[src/rtl/hazard_interlock_pkg.sv]
// Shared definitions for the decode-stage hazard interlock.
// Holds mode encodings, default bubble opcode/function and scoreboard field widths.
// Also provides the saturating increment used by the stall counter.
package hazard_interlock_pkg;

    // Interlock policy selected by the MODE parameter
    localparam int HZ_MODE_FIXED     = 0;  // fixed stall after every issued instr
    localparam int HZ_MODE_INTERLOCK = 1;  // full RAW interlock, no forwarding
    localparam int HZ_MODE_LOADUSE   = 2;  // load-use interlock only, forwarding present

    // Instruction driven toward execute while a bubble is inserted
    localparam logic [5:0] HZ_NOP_OPCODE = 6'h00;
    localparam logic [5:0] HZ_NOP_FUNC   = 6'h15;

    // Scoreboard entry field widths (address width is the REG_AW parameter)
    localparam int SB_VALID_W = 1;
    localparam int SB_LOAD_W  = 1;

    // Width of the fixed-stall down-counter (STALL_CYCLES range 0..15)
    localparam int HZ_CNT_W = 4;

    // Increment that sticks at all-ones instead of wrapping
    function automatic logic [31:0] sat_inc32(input logic [31:0] v);
        return (v == 32'hFFFF_FFFF) ? v : v + 32'd1;
    endfunction

endpackage

[src/rtl/MUX2_n.sv]
// Generic N-bit two-input multiplexer.
// Latency: combinational.
// Backpressure: none; ports a, b (data), sel (1 selects b), y (result).
module MUX2_n #(
    parameter int N = 8
) (
    input  logic [N-1:0] a,
    input  logic [N-1:0] b,
    input  logic         sel,
    output logic [N-1:0] y
);

    assign y = sel ? b : a;

endmodule

[src/rtl/hazard_interlock_dest_scoreboard.sv]
// Shift-register scoreboard of in-flight destination registers with per-stage source match.
// Latency: entries advance one stage per clock; match outputs are combinational on sources.
// Backpressure: none; ports clk/reset, push (valid/addr/load into Exe slot), rs1/rs2 probes, match/load_match per stage.
module hazard_interlock_dest_scoreboard
    import hazard_interlock_pkg::*;
#(
    parameter int DEPTH = 4,
    parameter int AW    = 5
) (
    input  logic             clk,
    input  logic             reset,
    input  logic             push,
    input  logic [AW-1:0]    push_addr,
    input  logic             push_load,
    input  logic [AW-1:0]    rs1,
    input  logic [AW-1:0]    rs2,
    input  logic             rs1_used,
    input  logic             rs2_used,
    output logic [DEPTH-1:0] match,
    output logic [DEPTH-1:0] load_match
);

    // Index 0 is the instr now in Exe, index DEPTH-1 is the one in WB
    logic [SB_VALID_W*DEPTH-1:0] ent_valid;
    logic [SB_LOAD_W*DEPTH-1:0]  ent_load;
    logic [AW-1:0]               ent_addr [DEPTH];

    always_ff @(posedge clk or negedge reset) begin
        if (!reset) begin
            ent_valid <= '0;
            ent_load  <= '0;
            for (int k = 0; k < DEPTH; k++) begin
                ent_addr[k] <= '0;
            end
        end else begin
            ent_valid   <= {ent_valid[DEPTH-2:0], push};
            ent_load    <= {ent_load[DEPTH-2:0], push_load};
            ent_addr[0] <= push_addr;
            for (int k = 1; k < DEPTH; k++) begin
                ent_addr[k] <= ent_addr[k-1];
            end
        end
    end

    // r0 writers are never pushed as valid, so a read of r0 can never match
    always_comb begin
        match      = '0;
        load_match = '0;
        for (int k = 0; k < DEPTH; k++) begin
            match[k] = ent_valid[k] &&
                       ((rs1_used && (rs1 == ent_addr[k])) ||
                        (rs2_used && (rs2 == ent_addr[k])));
            load_match[k] = match[k] && ent_load[k];
        end
    end

endmodule

[src/rtl/hazard_interlock.sv]
// Decode-stage RAW hazard interlock: stalls PC/IF-ID and injects NOP bubbles toward execute.
// Latency: zero-cycle detection; stall/bubble are combinational on the decode instr and scoreboard.
// Backpressure: PC_stall holds fetch/decode; Flush overrides stall and forces a bubble.
module hazard_interlock
    import hazard_interlock_pkg::*;
#(
    parameter int         MODE         = HZ_MODE_INTERLOCK,
    parameter int         PIPE_DEPTH   = 4,
    parameter int         STALL_CYCLES = 4,
    parameter int         REG_AW       = 5,
    parameter logic [5:0] NOP_OPCODE   = HZ_NOP_OPCODE,
    parameter logic [5:0] NOP_FUNC     = HZ_NOP_FUNC
) (
    input  logic              clk,
    input  logic              reset,
    input  logic [REG_AW-1:0] Rs1,
    input  logic [REG_AW-1:0] Rs2,
    input  logic              Rs1_Used,
    input  logic              Rs2_Used,
    input  logic [REG_AW-1:0] Rd,
    input  logic              RegWr,
    input  logic              IsLoad,
    input  logic              Flush,
    input  logic [5:0]        OpCode_In,
    input  logic [5:0]        Function_In,
    output logic [5:0]        OpCode,
    output logic [5:0]        Function,
    output logic              PC_stall,
    output logic [31:0]       Stall_Count
);

    localparam logic [HZ_CNT_W-1:0] STALL_LOAD = HZ_CNT_W'(STALL_CYCLES);

    logic                  issue;
    logic                  hazard;
    logic                  bubble;
    logic                  push;
    logic [PIPE_DEPTH-1:0] match;
    logic [PIPE_DEPTH-1:0] load_match;
    logic [HZ_CNT_W-1:0]   cnt;

    // Only the Exe-stage load flag and the pre-WB matches drive any policy
    logic unused_sb_bits;
    assign unused_sb_bits = ^{match[PIPE_DEPTH-1], load_match[PIPE_DEPTH-1:1]};

    assign issue = !PC_stall && !Flush;
    assign push  = issue && RegWr && (Rd != '0);

    hazard_interlock_dest_scoreboard #(
        .DEPTH (PIPE_DEPTH),
        .AW    (REG_AW)
    ) u_scoreboard (
        .clk        (clk),
        .reset      (reset),
        .push       (push),
        .push_addr  (Rd),
        .push_load  (IsLoad),
        .rs1        (Rs1),
        .rs2        (Rs2),
        .rs1_used   (Rs1_Used),
        .rs2_used   (Rs2_Used),
        .match      (match),
        .load_match (load_match)
    );

    // WB entry is excluded from the full interlock: the regfile writes through
    // to a same-cycle read, so a producer in WB no longer blocks its consumer.
    always_comb begin
        hazard = 1'b0;
        case (MODE)
            HZ_MODE_INTERLOCK: hazard = |match[PIPE_DEPTH-2:0];
            HZ_MODE_LOADUSE:   hazard = load_match[0];
            default:           hazard = (cnt != '0);
        endcase
    end

    assign PC_stall = hazard && !Flush;
    assign bubble   = PC_stall || Flush;

    // Fixed-stall counter; kept in every mode, only consulted in the fixed mode.
    // A flush cancels any remaining fixed stall.
    always_ff @(posedge clk or negedge reset) begin
        if (!reset) begin
            cnt <= '0;
        end else if (Flush) begin
            cnt <= '0;
        end else if (issue) begin
            cnt <= STALL_LOAD;
        end else if (cnt != '0) begin
            cnt <= cnt - 1'b1;
        end
    end

    always_ff @(posedge clk or negedge reset) begin
        if (!reset) begin
            Stall_Count <= '0;
        end else if (PC_stall) begin
            Stall_Count <= sat_inc32(Stall_Count);
        end
    end

    MUX2_n #(
        .N (12)
    ) u_bubble_mux (
        .a   ({OpCode_In, Function_In}),
        .b   ({NOP_OPCODE, NOP_FUNC}),
        .sel (bubble),
        .y   ({OpCode, Function})
    );

endmodule

[config.mk]
export PLATFORM = sky130hd
export DESIGN_NAME = hazard_interlock
export DESIGN_NICKNAME = d
export VERILOG_FILES = /design/src/rtl/hazard_interlock_pkg.sv /design/src/rtl/MUX2_n.sv /design/src/rtl/hazard_interlock_dest_scoreboard.sv /design/src/rtl/hazard_interlock.sv
export SDC_FILE = /design/constraint.sdc
export NUM_CORES = 1
export LEC_CHECK = 0
export ABC_AREA = 1
export CORE_UTILIZATION = 56
export CTS_BUF_LIST = sky130_fd_sc_hd__clkbuf_8
export DETAILED_ROUTE_END_ITERATION = 7
export PLACE_DENSITY = 0.95
export SKIP_LAST_GASP = 1
export SLEW_MARGIN = 30
export SYNTH_ARGS = -nofsm -noshare
export SYNTH_HDL_FRONTEND = slang
export SYNTH_SLANG_ARGS = --single-unit
[constraint.sdc]
create_clock -name clk -period 4.5 [get_ports clk]
set_clock_uncertainty 0.05 [all_clocks]
set_input_delay 1.125 -clock clk [delete_from_list [all_inputs] [get_ports clk]]
set_output_delay 1.125 -clock clk [all_outputs]
set_load 0.05 [all_outputs]
==> summary.txt, run 1 <==
Detailed routing
  – DR vias: around 3700
  – WL per Instance: between 10 and 15 um
  – WL met1: 4190 um
  – Drt pass-1 iters: 5
  – Metal3 WL: about 720 um
  – Residual DRC: 0
  – Initial drt markers: ~280
  – Routed met2 length: about 4200 um
  – Max Used Layer: met4
  – Post-route ant nets: 0
  – Vias per cell: 5.52
  – DRT Wirelength: 9360 um

Critical path
  – Critical path arrival: between 2000 and 3000 ps
  – FF-to-FF setup slack: 1430 ps
  – FF-to-FF path depth: 9
  – Crit path max-delay cell type: clkdlybuf4s50_1
  – Bufs and invs on worst path: 3
  – Critical path class: in2out
  – Worst Setup Start Kind: input pin
  – Worst path depth: 11
  – WP data required: between 3000 and 4000 ps
  – Largest fanout on the critical path: 9
  – CP delay by family, top: buffers and inverters
  – Most used cell, CP: nand2_1
  – Critical Path Max Stage Delay: ~630 ps
  – CP cell instances: clkdlybuf4s50_1, nand2_1, nand2_1, nor2_1, nand3_1, nand2_1, nand2_1, nand4_1, buf_4, nor2_1, buf_4
  – Worst setup EP type: output pin

Clocking
  – Post-CTS Hold Buffers: 0
  – CTS Buffer Depth: 2
  – H-tree Lvls: 2
  – Post-CTS Setup Inserts: 0
  – CTS tree: built
  – Cts bufs inserted: 5
  – PostCTS Resize Cnt: 0
  – Clock Sinks: 50
  – Worst skew pair latency: a little over 300 ps
  – Clock Tree Root: clkbuf_8
  – Clock transition at path regs: around 100 ps

Logic synthesis
  – Synth cell types: 24
  – Post-Syn Area: 3360 um^2
  – Compound-Gate Fraction of Synth Area: 0.00856
  – Combinational family with the most area after synthesis: simple AND/OR/NAND/NOR gates
  – Top-count cell post-synth: nand2_1
  – Synth area leaders: dfrtp_1 37%, nand2_1 26%, nor2_1 8.1%
  – Warnings from Yosys: 0
  – Syn_nets: about 560
  – Post-synth EDFFs: 0
  – Post-synthesis adder-cell area fraction: 0.00372
  – Dominant synthesized flop cell: dfrtp_1
  – Synth area leader: dfrtp_1
  – Post-synthesis sequential area ratio: 0.372
  – Synth Register Bits: 50
  – Gate Count Post-Synth: between 500 and 600
  – Mux contribution to synthesized area: 0
  – Post-synth top cells: 229 x nand2_1, 73 x nor2_1, 50 x dfrtp_1, 50 x inv_1, 36 x nand4_1
  – Synth top area share: 0.372
  – Synth Area in Simple Gates: 0.490
  – Post-synthesis xor/xnor area fraction: 0.0443
  – Asr flop ratio synth: 1.00
  – Average size of a mapped cell: approximately 6.4 um^2

Global routing
  – Total grt overflow: 0
  – First-pass GRT wire length: 16200 um
  – Gr usage total: 0.331
  – Vias in the first global route: between 3000 and 4000
  – Largest net degree at the start of global routing: 51
  – Initial antenna violation count: 0

STA
  – Final hold vios: 0
  – Max Slew Vio Count: 0
  – RSZ-0062 raised after global routing: no
  – Slew headroom: 0.515
  – Fmax: ~240 MHz
  – Tmin final: about 4100 ps
  – Slew @ Worst Pin: a little over 700 ps
  – Setup Total Neg Slack: 0 ps
  – Share of the cycle needed by the critical path after routing: 0.920
  – Final worst setup slack: 358 ps
  – Final setup violation count: 0

Floorplanning
  – # IOs: 79
  – Die width: around 79 um
  – FP Rows: 27
  – DIE AREA: between 6000 and 7000 um^2
  – Core area: ~5600 um^2
  – Initial Util: 0.596
  – Die height: around 79 um

Placement
  – GP Congestion: 0.954
  – Setup WS pre-CTS: around 400 ps
  – Hpwl dp: between 6000 and 7000 um
  – Input/output buffers: a little under 80

Finish
  – Share of cells above drive strength 1: 0.0620
  – Synth-to-Final Area Change: 27.1%
  – Post-layout util: 0.758
  – Diode count: 0
  – Final layout net count: 631

Outcome
  – Status: complete, no violations

Pwr
  – LEAKAGE: about 0.0021 uW
  – Power Density: about 230 nW/um^2
  – IR drop worst, VDD: ~0.16 mV

Hold path
  – Hold Crit Depth: 0
  – Worst Hold Class: reg2reg

Flow run
  – Max cap viols: 0
-- power breakdown --
part | internal, uW | switching, uW
sequential | 465 | 24.2
combinational | 78.1 | 131
clock | 113 | 164
total | 656 | 320
-- final cells by class --
| class | instances | area [um^2] |
|---|---|---|
| clock buffer | 5 | 68.8 |
| clock inverter | 3 | 25.0 |
| fill | 425 | 1370 |
| inverter | 51 | 191 |
| multi-input combinational | 408 | 1840 |
| sequential | 50 | 1250 |
| tap | 72 | 90.1 |
| timing repair buffer | 80 | 808 |
-- sequential cells by signal, indices dropped and copies added (netlist names) --
| signal | count |
|---|---|
| u_scoreboard.ent_valid | 3 |
| u_scoreboard.ent_addr | 15 |
| Stall_Count | 32 |
-- cells by family after synthesis --
logic type / after synthesis
buffers and inverters: 64
adder cells (fa/ha/maj): 1
AND/OR/NAND/NOR: 385
XOR/XNOR: 17
AO/OA/AOI/OAI: 5
flip-flops: 50
-- routing by layer --
metal | track usage | vias to the layer above
met5 | 0 | -
met2 | 0.517 | 164
met4 | 0.116 | 0
met1 | 0.447 | 1724
met3 | 0.0743 | 23
li1 | - | 1783
-- stage by stage --
step	power (uW)	hold slack, ps	cells	area, um^2
final	975	345	669	4270
after global routing	1010	358	669	4270
after CTS	980	348	669	4270
after detailed placement	705	317	661	4180
after global placement	695	309	661	4180
after floorplan	608	304	522	3360
-- worst reg2reg max path: cells and delay by family, from the launching register on --
family	cells	cell delay, ps
adder cells (fa/ha/maj)	1	320
AND/OR/NAND/NOR	8	2120
flip-flops	1	500
-- cells in the final DEF (no fill, tap or decap), types with 4 or more instances in the layout --
cell type,netlist,routed
dfrtp_1,50,50
or2_2,4,4
nand4_1,36,36
nand3b_1,6,6
o21ai_0,4,4
nand2_1,229,229
nor2_1,73,73
buf_12,0,4
buf_4,0,13
xnor2_1,5,5
inv_1,50,50
clkdlybuf4s50_1,0,63
nor3_1,8,8
xor2_1,12,12
clkbuf_8,0,5
nand3_1,21,21
-- final timing paths --
path / startpoint / to
worst max-delay path: Rs2[2] / Function[1]
worst min-delay path: u_scoreboard.ent_valid[0] / u_scoreboard.ent_valid[1]
worst max register to register: Stall_Count[0] / Stall_Count[11]
worst min register to register: u_scoreboard.ent_valid[0] / u_scoreboard.ent_valid[1]
max in group asynchronous: reset / Stall_Count[13]
min in group asynchronous: reset / u_scoreboard.ent_valid[0]
Note: power is estimated with default switching activity, not from simulation.
==> inputs of run 2 (changes only) <==
- CORE_MARGIN: not set -> 2
==> summary.txt, run 2 (synthesized netlist as in run 1, its figures left out) <==
Global routing
  – Gr usage total: 0.318 (was 0.331)
  – Initial antenna violation count: 0 (unchanged)
  – Largest net degree at the start of global routing: 51 (unchanged)
  – Vias in the first global route: 3472 (was 3501)
  – Total grt overflow: 0 (unchanged)
  – First-pass GRT wire length: 16300 um (was 16200 um)

Finish
  – Synth-to-Final Area Change: 27.2% (was 27.1%)
  – Commonest cells after routing, fill and taps aside: 229 x nand2_1, 73 x nor2_1, 63 x clkdlybuf4s50_1, 50 x dfrtp_1, 50 x inv_1 (unchanged)
  – Share of cells above drive strength 1: 0.0620 (unchanged)
  – Final instance area: 4280 um^2 (was 4270 um^2)
  – Diode count: 0 (unchanged)
  – Largest register by flop count: Stall_Count (unchanged)
  – Final layout net count: 631 (unchanged)
  – Largest register FFs: 32 (unchanged)
  – Most common cell after layout, fill and taps aside: nand2_1 (unchanged)
  – Biggest regs: Stall_Count x32, u_scoreboard.ent_addr x15, u_scoreboard.ent_valid x3 (unchanged)

Pwr
  – Pint: 667 uW (was 656 uW)
  – Share of power burned in registers: 0.496 (was 0.502)
  – Sw frac: 0.327 (was 0.328)
  – Gate power share: 0.212 (was 0.215)
  – Power Density: 232 nW/um^2 (was 228 nW/um^2)
  – LEAKAGE: 0.00214 uW (about the same)
  – Clock power frac: 0.292 (was 0.284)
  – IR drop worst, VDD: 0.172 mV (was 0.156 mV)
  – Psw: 324 uW (was 320 uW)

Critical path
  – Largest fanout on the critical path: 9 (unchanged)
  – WP data required: 3320 ps (about the same)
  – Critical path class: in2out (unchanged)
  – Most used cell, CP: nand2_1 (unchanged)
  – Worst Setup Start Kind: input pin (unchanged)
  – Critical path arrival: 2940 ps (was 2970 ps)
  – CP delay by family, top: buffers and inverters (unchanged)
  – CP cell instances: clkdlybuf4s50_1, inv_1, nand2_1, nand2_1, nor2_1, nand3_1, nand2_1, nand2_1, nand4_1, buf_4, nor2_1, buf_4 (was clkdlybuf4s50_1, nand2_1, nand2_1, nor2_1, nand3_1, nand2_1, nand2_1, nand4_1, buf_4, nor2_1, buf_4)
  – Critical Path Max Stage Delay: 480 ps (was 630 ps)
  – Bufs and invs on worst path: 4 (was 3)
  – Worst setup EP type: output pin (unchanged)
  – FF-to-FF setup slack: 1330 ps (was 1430 ps)
  – Crit path max-delay cell type: clkdlybuf4s50_1 (unchanged)

Flow run
  – Max cap viols: 0 (unchanged)

STA
  – Tmin final: 4110 ps (was 4140 ps)
  – Share of the cycle needed by the critical path after routing: 0.914 (was 0.920)
  – RSZ-0062 raised after global routing: no (unchanged)
  – Fmax: 243 MHz (was 241 MHz)
  – Slew @ Worst Pin: 726 ps (was 723 ps)
  – Slew headroom: 0.514 (was 0.515)
  – Final hold vios: 0 (unchanged)
  – Final worst setup slack: 386 ps (was 358 ps)
  – Setup Total Neg Slack: 0 ps (unchanged)
  – Final setup violation count: 0 (unchanged)
  – Max Slew Vio Count: 0 (unchanged)

Hold path
  – Worst Hold Class: reg2reg (unchanged)

Floorplanning
  – Die width: 81.5 um (was 79.5 um)
  – Initial Util: 0.575 (was 0.596)
  – Core area: 5850 um^2 (was 5640 um^2)
  – DIE AREA: 6640 um^2 (was 6320 um^2)
  – FP Rows: 28 (was 27)
  – Die height: 81.5 um (was 79.5 um)
  – # IOs: 79 (unchanged)

Placement
  – Hpwl dp: 7440 um (was 6990 um)
  – GP Congestion: 0.960 (was 0.954)
  – Input/output buffers: 77 (unchanged)
  – Setup WS pre-CTS: 409 ps (was 398 ps)
  – Area post-placement: 4180 um^2 (about the same)

Outcome
  – Status: complete, no violations (unchanged)

Clocking
  – Clock Sinks: 50 (unchanged)
  – Post-CTS Hold Buffers: 0 (unchanged)
  – Worst skew pair latency: 310 ps (about the same)
  – PostCTS Resize Cnt: 0 (unchanged)
  – Cts bufs inserted: 5 (unchanged)
  – CTS tree: built (unchanged)
  – Post-CTS Setup Inserts: 0 (unchanged)
  – CTS Buffer Depth: 2 (unchanged)
  – Clock transition at path regs: 100 ps (about the same)
  – H-tree Lvls: 2 (unchanged)
  – Clock Tree Root: clkbuf_8 (unchanged)

Detailed routing
  – WL per Instance: 14.8 um (was 14.0 um)
  – Drt pass-1 iters: 5 (unchanged)
  – Vias per cell: 5.54 (was 5.52)
  – DRT Wirelength: 9970 um (was 9360 um)
  – Residual DRC: 0 (unchanged)
  – Initial drt markers: 313 (was 275)
  – Post-route ant nets: 0 (unchanged)
  – DR vias: 3725 (was 3694)
## run 2: cell count changes in the layout (fill, tap and decap cells not counted)
cell / before / now
clkbuf_8: 5 / 6
clkinv_4: 1 / 0
clkinv_2: 0 / 1
inv_6: 1 / 0
## run 2: layer usage
metal  GRT usage  part of all wire
met3      0.0626             0.077
met2       0.525              0.47
met4      0.0814             0.017
met1       0.430              0.44
met5           0                 0
## run 2: layout make-up
cell class	instances	area [um^2]
Multi-Input combinational cell	408	1840
Fill cell	484	1570
Sequential cell	50	1250
Timing Repair Buffer	80	808
Inverter	51	191
Tap cell	75	93.8
Clock buffer	6	82.6
Clock inverter	2	12.5
## run 2: worst paths after layout
check / from / to / depth (start not counted)
worst min register to register: u_scoreboard.ent_valid[1] / u_scoreboard.ent_valid[2] / 0
min in group asynchronous: reset / u_scoreboard.ent_valid[0] / 1
worst min-delay path: u_scoreboard.ent_valid[1] / u_scoreboard.ent_valid[2] / 0
worst max-delay path: Rs1[3] / OpCode[5] / 12
max in group asynchronous: reset / Stall_Count[18] / 1
worst max register to register: Stall_Count[0] / Stall_Count[26] / 9
## run 2: power by group through the flow
stage / clock, uW / combinational [uW] / sequential [uW]
2_1_floorplan: 0 / 89.5 / 519
3_3_place_gp: 0 / 200 / 497
4_1_cts: 288 / 209 / 490
6_report: 289 / 210 / 492
3_5_place_dp: 0 / 207 / 499
5_1_grt: 307 / 226 / 494
## run 2: per-stage QoR
| stage | power, uW | instances | util | hold slack, ps |
|---|---|---|---|---|
| floorplan | 608 | 522 | - | 304 |
| global placement | 697 | 664 | 0.715 | 311 |
| detailed placement | 707 | 664 | 0.715 | 333 |
| CTS | 988 | 672 | 0.731 | 355 |
| global route | 1030 | 672 | 0.731 | 358 |
| finish | 991 | 672 | 0.731 | 352 |
==> inputs of run 3 (changes only) <==
- PLACE_DENSITY: 0.95 -> not set
- PLACE_DENSITY_LB_ADDON: not set -> 0.3
==> summary.txt, run 3 (synthesized netlist as in run 1, its figures left out) <==
Finish
  – Fin cells: 673 (was 672)
  – Share of cells above drive strength 1: 0.0635 (was 0.0620)
  – Biggest regs: Stall_Count x32, u_scoreboard.ent_addr x15, u_scoreboard.ent_valid x3 (unchanged)
  – Synth-to-Final Area Change: 28.1% (was 27.2%)
  – Final layout net count: 632 (was 631)
  – Most common cell after layout, fill and taps aside: nand2_1 (unchanged)
  – Largest register FFs: 32 (unchanged)
  – Largest register by flop count: Stall_Count (unchanged)
  – FILL cells: 502 (was 484)
  – Register area: 1250 um^2 (unchanged)
  – Commonest cells after routing, fill and taps aside: 229 x nand2_1, 73 x nor2_1, 63 x clkdlybuf4s50_1, 50 x dfrtp_1, 50 x inv_1 (unchanged)
  – Multi-input logic area: 1840 um^2 (unchanged)
  – Diode count: 0 (unchanged)

Floorplanning
  – DIE AREA: 6640 um^2 (unchanged)
  – Core area: 5850 um^2 (unchanged)
  – FP Rows: 28 (unchanged)
  – Die width: 81.5 um (unchanged)
  – Die height: 81.5 um (unchanged)
  – Initial Util: 0.575 (unchanged)
  – # IOs: 79 (unchanged)

Critical path
  – Critical path class: in2out (unchanged)
  – Worst Setup Start Kind: input pin (unchanged)
  – Crit path max-delay cell type: clkdlybuf4s50_1 (unchanged)
  – Largest fanout on the critical path: 10 (was 9)
  – Critical Path Max Stage Delay: 500 ps (was 480 ps)
  – WP data required: 3320 ps (about the same)
  – FF-to-FF setup slack: 1950 ps (was 1330 ps)
  – FF-to-FF Start: u_scoreboard.ent_addr[10] (was Stall_Count[0])
  – Critical path arrival: 2900 ps (was 2940 ps)
  – CP cell instances: clkdlybuf4s50_1, inv_1, nor2_1, nor2_1, nand3_1, nand2_1, nand2_1, nand4_1, buf_4, nor2_1, buf_4 (was clkdlybuf4s50_1, inv_1, nand2_1, nand2_1, nor2_1, nand3_1, nand2_1, nand2_1, nand4_1, buf_4, nor2_1, buf_4)
  – Most used cell, CP: nor2_1 (was nand2_1)
  – FF-to-FF path depth: 12 (was 9)
  – Worst setup EP type: output pin (unchanged)
  – Bufs and invs on worst path: 4 (unchanged)
  – CP delay by family, top: buffers and inverters (unchanged)
  – Reg2reg end: Stall_Count[19] (was Stall_Count[26])

Detailed routing
  – DRT Wirelength: 9320 um (was 9970 um)
  – Residual DRC: 0 (unchanged)
  – Vias per cell: 5.32 (was 5.54)
  – Initial drt markers: 279 (was 313)
  – WL per Instance: 13.9 um (was 14.8 um)
  – DR vias: 3578 (was 3725)
  – Post-route ant nets: 0 (unchanged)
  – Drt pass-1 iters: 5 (unchanged)

STA
  – Tmin final: 4070 ps (was 4110 ps)
  – Final setup violation count: 0 (unchanged)
  – Fmax: 246 MHz (was 243 MHz)
  – Final hold vios: 0 (unchanged)
  – Slew headroom: 0.554 (was 0.514)
  – RSZ-0062 raised after global routing: no (unchanged)
  – Min Hold Slack: 334 ps (was 352 ps)
  – Max Slew Vio Count: 0 (unchanged)
  – Share of the cycle needed by the critical path after routing: 0.905 (was 0.914)
  – Final worst setup slack: 429 ps (was 386 ps)
  – Slew @ Worst Pin: 669 ps (was 726 ps)
  – Setup Total Neg Slack: 0 ps (unchanged)

Placement
  – GP Congestion: 0.928 (was 0.960)
  – Input/output buffers: 77 (unchanged)
  – Setup WS pre-CTS: 451 ps (was 409 ps)
  – Hpwl dp: 6970 um (was 7440 um)
  – Dpl cells: 665 (was 664)

Global routing
  – Largest net degree at the start of global routing: 51 (unchanged)
  – First-pass GRT wire length: 15900 um (was 16300 um)
  – Gr usage total: 0.308 (was 0.318)
  – Total grt overflow: 0 (unchanged)
  – Initial antenna violation count: 0 (unchanged)
  – Vias in the first global route: 3404 (was 3472)

Clocking
  – H-tree Lvls: 2 (unchanged)
  – CTS Buffer Depth: 2 (unchanged)
  – Post-CTS Setup Inserts: 0 (unchanged)
  – Cts bufs inserted: 5 (unchanged)
  – Post-CTS Hold Buffers: 0 (unchanged)
  – Worst skew pair latency: 310 ps (about the same)
  – PostCTS Resize Cnt: 0 (unchanged)
  – CTS tree: built (unchanged)
  – Clock Sinks: 50 (unchanged)
  – Clock transition at path regs: 100 ps (about the same)
  – Clock Tree Root: clkbuf_8 (unchanged)

Hold path
  – Worst Hold End: u_scoreboard.ent_valid[1] (was u_scoreboard.ent_valid[2])
  – Min-Delay Startpoint: u_scoreboard.ent_valid[0] (was u_scoreboard.ent_valid[1])
  – Hold Crit Depth: 0 (unchanged)
  – Worst Hold Class: reg2reg (unchanged)

Pwr
  – IR drop worst, VDD: 0.245 mV (was 0.172 mV)
  – Power Density: 239 nW/um^2 (was 232 nW/um^2)
  – LEAKAGE: 0.00216 uW (was 0.00214 uW)

Flow run
  – Max cap viols: 0 (unchanged)

Outcome
  – Status: complete, no violations (unchanged)
## run 3: cell count changes in the layout (fill, tap and decap cells not counted)
cell | before | now
buf_4 | 13 | 14
bufinv_16 | 0 | 1
clkbuf_8 | 6 | 5
clkinv_2 | 1 | 0
clkinv_4 | 0 | 1
clkinvlp_4 | 1 | 0
inv_6 | 0 | 1
## run 3: final cells by class
class / count / area share
well taps: 75 / 0.0218
inverters: 51 / 0.0444
flip-flops and latches: 50 / 0.290
repair buffers: 81 / 0.189
clock inverters: 3 / 0.0110
multi-input cells: 408 / 0.427
clock buffers: 5 / 0.0160
## run 3: worst max path at each step
stage	start	endpoint	depth (start not counted)	slack [ps]
detailed placement	Rs2[1]	OpCode[4]	11	450
global route	Rs2[1]	OpCode[4]	11	230
finish	Rs2[0]	OpCode[4]	11	430
global placement	Rs1[4]	OpCode[4]	12	510
CTS	Rs2[1]	OpCode[4]	11	440
floorplan	Rs2[0]	Function[1]	10	830
## run 3: report_power, final
| group | switching [uW] | internal (uW) |
|---|---|---|
| clock | 165 | 169 |
| sequential | 24.3 | 465 |
| combinational | 128 | 77.9 |
| total | 317 | 712 |
## run 3: metal layers
layer	up-vias	wire, um	GRT usage
li1	1786	-	-
met1	1625	4380	0.451
met2	155	4110	0.482
met3	12	697	0.0484
met4	0	127	0.0627
met5	-	0	0
## run 3: stage by stage
| stage | total power, uW | instance area, um^2 | utilization |
|---|---|---|---|
| final | 1030 | 4310 | 0.736 |
| after floorplan | 608 | 3360 | - |
| after CTS | 1030 | 4310 | 0.736 |
| after global placement | 697 | 4190 | 0.716 |
| after detailed placement | 703 | 4190 | 0.716 |
| after global routing | 1070 | 4310 | 0.736 |
## run 3: worst register-to-register path, cell delays in order, from the launching register on
cell and delay (ps):
dfrtp_1 410, inv_1 70, nand2_1 60, o21ai_0 100, nor2_1 120, nand3_1 80, nand2_1 110, nand2_1 100
nand3_2 90, buf_4 330, nand3_2 610, nand2_1 220, nand2_1 90
